==> config.mk <==
export PLATFORM = sky130hd
export DESIGN_NAME = exception_cp0
export DESIGN_NICKNAME = d
export VERILOG_FILES = /design/src/rtl/exception_cp0.sv
export SDC_FILE = /design/constraint.sdc
export NUM_CORES = 1
export LEC_CHECK = 0
export ABC_AREA = 1
export BUFFER_PORTS_ARGS = -buffer_cell sky130_fd_sc_hd__buf_2
export CORE_ASPECT_RATIO = 2
export CORE_MARGIN = 5
export CORE_UTILIZATION = 41
export CTS_CLUSTER_DIAMETER = 150
export CTS_CLUSTER_SIZE = 30
export DETAILED_ROUTE_END_ITERATION = 10
export PLACE_DENSITY = 0.77
export SLEW_MARGIN = 20
export SYNTH_ARGS = -nofsm -noshare
export SYNTH_HDL_FRONTEND = slang
export SYNTH_SLANG_ARGS = --single-unit
==> constraint.sdc <==
create_clock -name clk -period 1.1 [get_ports clk]
set_input_delay 0.165 -clock clk [delete_from_list [all_inputs] [get_ports clk]]
set_output_delay 0.165 -clock clk [all_outputs]
set_load 0.005 [all_outputs]
==> src/rtl/exception_cp0.sv <==
// CP0 exception unit: accepts overflow / reserved-instruction requests, holds Status/Cause/EPC,
// and drives a one-cycle flush plus PC redirect to the handler vector or back to EPC on ERET.
module exception_cp0 #(
    parameter int unsigned       DATA_W     = 32,
    parameter logic [DATA_W-1:0] EXC_VECTOR = 32'h0000_0080,
    parameter logic [4:0]        CODE_OV    = 5'd12,
    parameter logic [4:0]        CODE_RI    = 5'd10
) (
    input  logic              clk,
    input  logic              reset_n,
    input  logic              ov,
    input  logic [DATA_W-1:0] ov_pc,
    input  logic              ri,
    input  logic [DATA_W-1:0] ri_pc,
    input  logic              eret,
    input  logic              cp0_we,
    input  logic [4:0]        cp0_addr,
    input  logic [DATA_W-1:0] cp0_wdata,
    output logic [DATA_W-1:0] cp0_rdata,
    output logic              flush,
    output logic              pc_redirect,
    output logic [DATA_W-1:0] redirect_pc,
    output logic [DATA_W-1:0] epc,
    output logic              exl,
    output logic [4:0]        exc_code
);

    typedef enum logic {RUN, REDIR} state_t;

    localparam logic [4:0] ADDR_STATUS = 5'd12;
    localparam logic [4:0] ADDR_CAUSE  = 5'd13;
    localparam logic [4:0] ADDR_EPC    = 5'd14;

    state_t            state_q;
    logic              flush_q;
    logic              redir_q;
    logic [DATA_W-1:0] redirect_pc_q;
    logic [DATA_W-1:0] epc_q;
    logic              exl_q;
    logic [4:0]        code_q;

    logic exc_acc_d;
    logic eret_acc_d;

    // An accepted exception always has EXL=0, so it can never coincide with an accepted ERET.
    assign exc_acc_d  = (state_q == RUN) && !exl_q && (ov || ri);
    assign eret_acc_d = (state_q == RUN) && exl_q && eret && !exc_acc_d;

    always_ff @(posedge clk or negedge reset_n) begin
        if (!reset_n) begin
            state_q       <= RUN;
            flush_q       <= 1'b0;
            redir_q       <= 1'b0;
            redirect_pc_q <= '0;
            epc_q         <= '0;
            exl_q         <= 1'b0;
            code_q        <= '0;
        end else begin
            case (state_q)
                RUN: begin
                    flush_q <= 1'b0;
                    redir_q <= 1'b0;
                    // MTC0 first so an accepted exception/ERET overrides it below.
                    if (cp0_we) begin
                        case (cp0_addr)
                            ADDR_STATUS: exl_q  <= cp0_wdata[1];
                            ADDR_CAUSE:  code_q <= cp0_wdata[6:2];
                            ADDR_EPC:    epc_q  <= cp0_wdata;
                            default: ;
                        endcase
                    end
                    if (exc_acc_d) begin
                        epc_q         <= ov ? ov_pc : ri_pc;
                        code_q        <= ov ? CODE_OV : CODE_RI;
                        exl_q         <= 1'b1;
                        redirect_pc_q <= EXC_VECTOR;
                        flush_q       <= 1'b1;
                        redir_q       <= 1'b1;
                        state_q       <= REDIR;
                    end else if (eret_acc_d) begin
                        exl_q         <= 1'b0;
                        redirect_pc_q <= epc_q;
                        flush_q       <= 1'b1;
                        redir_q       <= 1'b1;
                        state_q       <= REDIR;
                    end
                end
                REDIR: begin
                    flush_q <= 1'b0;
                    redir_q <= 1'b0;
                    state_q <= RUN;
                end
                default: begin
                    flush_q <= 1'b0;
                    redir_q <= 1'b0;
                    state_q <= RUN;
                end
            endcase
        end
    end

    always_comb begin
        cp0_rdata = '0;
        case (cp0_addr)
            ADDR_STATUS: cp0_rdata[1]   = exl_q;
            ADDR_CAUSE:  cp0_rdata[6:2] = code_q;
            ADDR_EPC:    cp0_rdata      = epc_q;
            default:     cp0_rdata      = '0;
        endcase
    end

    assign flush       = flush_q;
    assign pc_redirect = redir_q;
    assign redirect_pc = redirect_pc_q;
    assign epc         = epc_q;
    assign exl         = exl_q;
    assign exc_code    = code_q;

endmodule

==> impl_results.rst <==
.. list-table::
   :header-rows: 1

   * - Metric
     - Value
   * - Status
     - complete, but fails checks
   * - Violations in the final reports
     - setup timing
   * - Estimated wirelength of the detail-placed design
     - 10520 um
   * - Share of the synthesized area in the top cell type
     - 45.11%
   * - Fraction of the yosys area taken by sequential cells
     - 45.11%
   * - N_diodes
     - 0
   * - Clock-pin slew of the registers on the worst-case setup and hold paths
     - 0.06 ns
   * - Final Max Tran Viols
     - 0
   * - Placed inst area
     - 0.005365 sq mm
   * - ANT nets after route
     - 0
   * - Fill cell count
     - 578
   * - Standard cell with the maximum stage delay on the critical path
     - sky130_fd_sc_hd__dfrtp_2
   * - Drc violations
     - 0
   * - Data arrival time of the critical path
     - 1.59 ns
   * - DR pass1 iterations
     - 5
   * - Average instance area after synthesis
     - 6.779 sq um
   * - Class of the tightest hold or removal check
     - primary input to flop
   * - Number of synthesis warnings
     - 0
   * - Top fanout value on the critical path
     - 15
   * - Cell count after synthesis
     - 581
   * - Max-capacitance violation count
     - 0
   * - Routability cong.
     - 0.9251
   * - IO Port Bufs
     - 210
   * - Combinational share of power
     - 56.2%
   * - Clk buf depth
     - 2
   * - Worst Max-Slew Pin Slew
     - 0.3152 ns
   * - Standard cell core area
     - 0.009384 sq mm
   * - Clock buffers created by TritonCTS
     - 9
   * - Worst hold path startpoint
     - cp0_wdata[14]
   * - Post-synthesis to final-layout area growth
     - 79.16%
   * - Reg2Reg Launch Point
     - pc_redirect
   * - Global-route wire length before repair
     - 23240 um
   * - Global Route Usage Sum
     - 24.86%
   * - Y dimension of the die
     - 148.6 um
   * - Number of DRC markers after the initial detailed-route iteration
     - 280
   * - Net Sw Power
     - 0.007019 W
   * - Most area-hungry cell type in the Yosys netlist
     - sky130_fd_sc_hd__dfrtp_1
   * - Number of sinks driven by the clock tree
     - 71
   * - Nature of the critical path startpoint
     - flop
   * - Horizontal die dimension
     - 79.31 um
   * - Worst Skew
     - 0.003344 ns
   * - Delay of the slowest cell on the worst path
     - 0.47 ns
   * - Internal Pwr Total
     - 0.01055 W
   * - Destination of the worst hold path
     - epc[14]
   * - Global route overflow
     - 0
   * - Critical path endpoint category
     - flop
   * - Proportion of power drawn by flip-flops and latches
     - 26.5%
   * - Placement Setup Slack
     - -0.1797 ns
   * - Number of antenna violations at the first check in global routing
     - 0
   * - Leading post-synthesis cells by cell area
     - sky130_fd_sc_hd__dfrtp_1 (45%), sky130_fd_sc_hd__nand2_1 (29%), sky130_fd_sc_hd__nand3_1 (5.8%)
   * - Fin area
     - 0.007057 sq mm
   * - Hold Worst Slack
     - 0.1243 ns
   * - Row count
     - 50
   * - Die area
     - 0.01179 sq mm
   * - Share of post-route cells with drive strength above 1
     - 52.40%
   * - Count of cells along the worst hold path
     - 5
   * - NumNets Final
     - 999
   * - Overall power consumption
     - 0.01757 W
   * - Capturing point of the worst reg2reg path
     - redirect_pc[16]
   * - Fmax
     - 724.1 MHz
   * - Minimum setup slack among reg-to-reg paths
     - -0.28 ns
   * - Syn_nets
     - 688
   * - Synth unique cells
     - 22
   * - Number of endpoints failing setup at the final stage
     - 122
   * - Crit path kind
     - flop to flop
   * - Vias in the first global route
     - 4903
   * - Crit-path cells
     - inv_2, nand2_4, nor2_8, nor2_4, clkbuf_16, nand2_1, o21ai_1
   * - TritonCTS clock tree
     - built
   * - Overall via count from detail_route
     - 5234
   * - Final Routed Wirelength
     - 17750 um
   * - Hold violation count in the final report
     - 0
   * - Master cell of the clock root buffer
     - sky130_fd_sc_hd__clkbuf_16
   * - Clock Latency Late Sink
     - 0.33 ns
   * - Switching Fraction
     - 39.96%
   * - Setup repair after global routing missed its margin
     - true
   * - Mean number of vias per cell
     - 5.229
   * - VDD IR max
     - 1.119 mV
   * - Pin count of the biggest net entering global routing
     - 34
   * - Worst Reg-to-Reg Cells
     - 7
   * - Clock Power Share
     - 17.3%
   * - Power Dens Cells
     - 2489 mW/mm^2
   * - Fin worst setup slack
     - -0.2810 ns
   * - I/O pin count
     - 211
   * - Avg WL per Cell
     - 17.73 um
   * - CTS HTree Levels
     - 3
   * - Cell area after synthesis
     - 0.003939 sq mm
   * - Post-layout min period
     - 1.381 ns
   * - Fin crit share
     - 125.5%
   * - Data required time of the critical path
     - 1.31 ns
   * - Leakage power total
     - 4.057 nW
   * - Post-synthesis register bit count
     - 71
   * - Initial core utilization
     - 41.97%
   * - Normalized max-slew margin
     - 78.99%
[kinds of logic (layout without fill, tap and decap cells)]
logic type      after synthesis  in the layout  share of synthesized area [%]
buf+inv                      72            388                          8.545
simple gates                400            400                          41.52
compound gates               38             38                          4.828
flops                        71             71                          45.11
[Yosys cell counts, drive strengths merged]
| cell type | count |
|---|---|
| a21oi | 1 |
| buf | 24 |
| clkbuf | 9 |
| dfrtp | 71 |
| inv | 39 |
| nand2 | 312 |
| nand3 | 48 |
| nand4 | 1 |
| nor2 | 37 |
| o21ai | 37 |
| or2 | 2 |
[power by group through the flow]
stage | clock network, W | registers, W | logic, W
floorplan | 0 | 0.00478 | 0.00351
global placement | 0 | 0.00447 | 0.00584
global route | 0.00318 | 0.00473 | 0.0106
detailed placement | 0 | 0.00454 | 0.00598
finish | 0.00304 | 0.00466 | 0.00987
CTS | 0.00303 | 0.00449 | 0.00778
[critical path, delay by kind of cell, from the launching register on]
kind	cells	cell delay, ns
DFF	1	0.47
AOI/OAI and AO/OA	1	0.08
and+or+nand+nor	4	0.40
buffers and inverters	2	0.31
[through the flow]
| step | cells | setup TNS, ns | util [%] |
|---|---|---|---|
| after floorplan | 581 | -3.775 | - |
| after global placement | 896 | -8.072 | 57.17 |
| after detailed placement | 896 | -12.16 | 57.17 |
| after CTS | 965 | -13.93 | 68.55 |
| after global routing | 1001 | -23.47 | 75.20 |
| final | 1001 | -18.30 | 75.20 |
[cell usage in the layout (no fill, tap or decap), drive strengths merged]
| cell | instances |
|---|---|
| or2 | 2 |
| inv | 39 |
| a21oi | 1 |
| dfrtp | 71 |
| clkinv | 2 |
| o21ai | 37 |
| buf | 329 |
| nand3 | 48 |
| bufinv | 2 |
| nand2 | 312 |
| clkbuf | 15 |
| nor2 | 37 |
| nand4 | 1 |
| dlygate4sd3 | 1 |
[state kept, by name, summed over array words and instances (netlist names)]
name / count
epc: 32
exc_code: 5
exl: 1
pc_redirect: 1
redirect_pc: 32
[routing by layer]
metal | wire [um] | GRT usage, % | up-vias
met5 | 0 | 0 | -
met3 | 1068 | 4.182 | 82
met4 | 1065 | 17.30 | 0
met2 | 9329 | 42.06 | 318
met1 | 6287 | 27.83 | 2426
li1 | - | - | 2408
[timing repair]
item | CTS | global route
pin swaps | 20 | 28
hold buffers | 1 | 0
endpoints found under the hold margin | 23 | 0
setup endpoints to repair | 105 | 119
cloned | 3 | 3
gates resized for setup | 96 | 104
buffers inserted | 49 | 36
[worst max path at each step]
stage                     slack [ns]              end         from
after global routing           -0.32  redirect_pc[20]  pc_redirect
final                          -0.28  redirect_pc[16]  pc_redirect
after global placement         -0.13          epc[17]          exl
after CTS                      -0.20     cp0_rdata[1]          exl
after floorplan                -0.06  redirect_pc[10]  pc_redirect
after detailed placement       -0.18          epc[29]  pc_redirect
[layout make-up]
class                   count  area [sq um]  area share (%)
flip-flops and latches     71          1779           25.21
repair buffers            333          2459           34.84
well taps                 104         130.1           1.844
multi-input cells         438          2233           31.65
clock buffers              12         236.5           3.351
inverters                  39         148.9           2.110
clock inverters             4         70.07          0.9929
(Power assumes the default switching activity.)
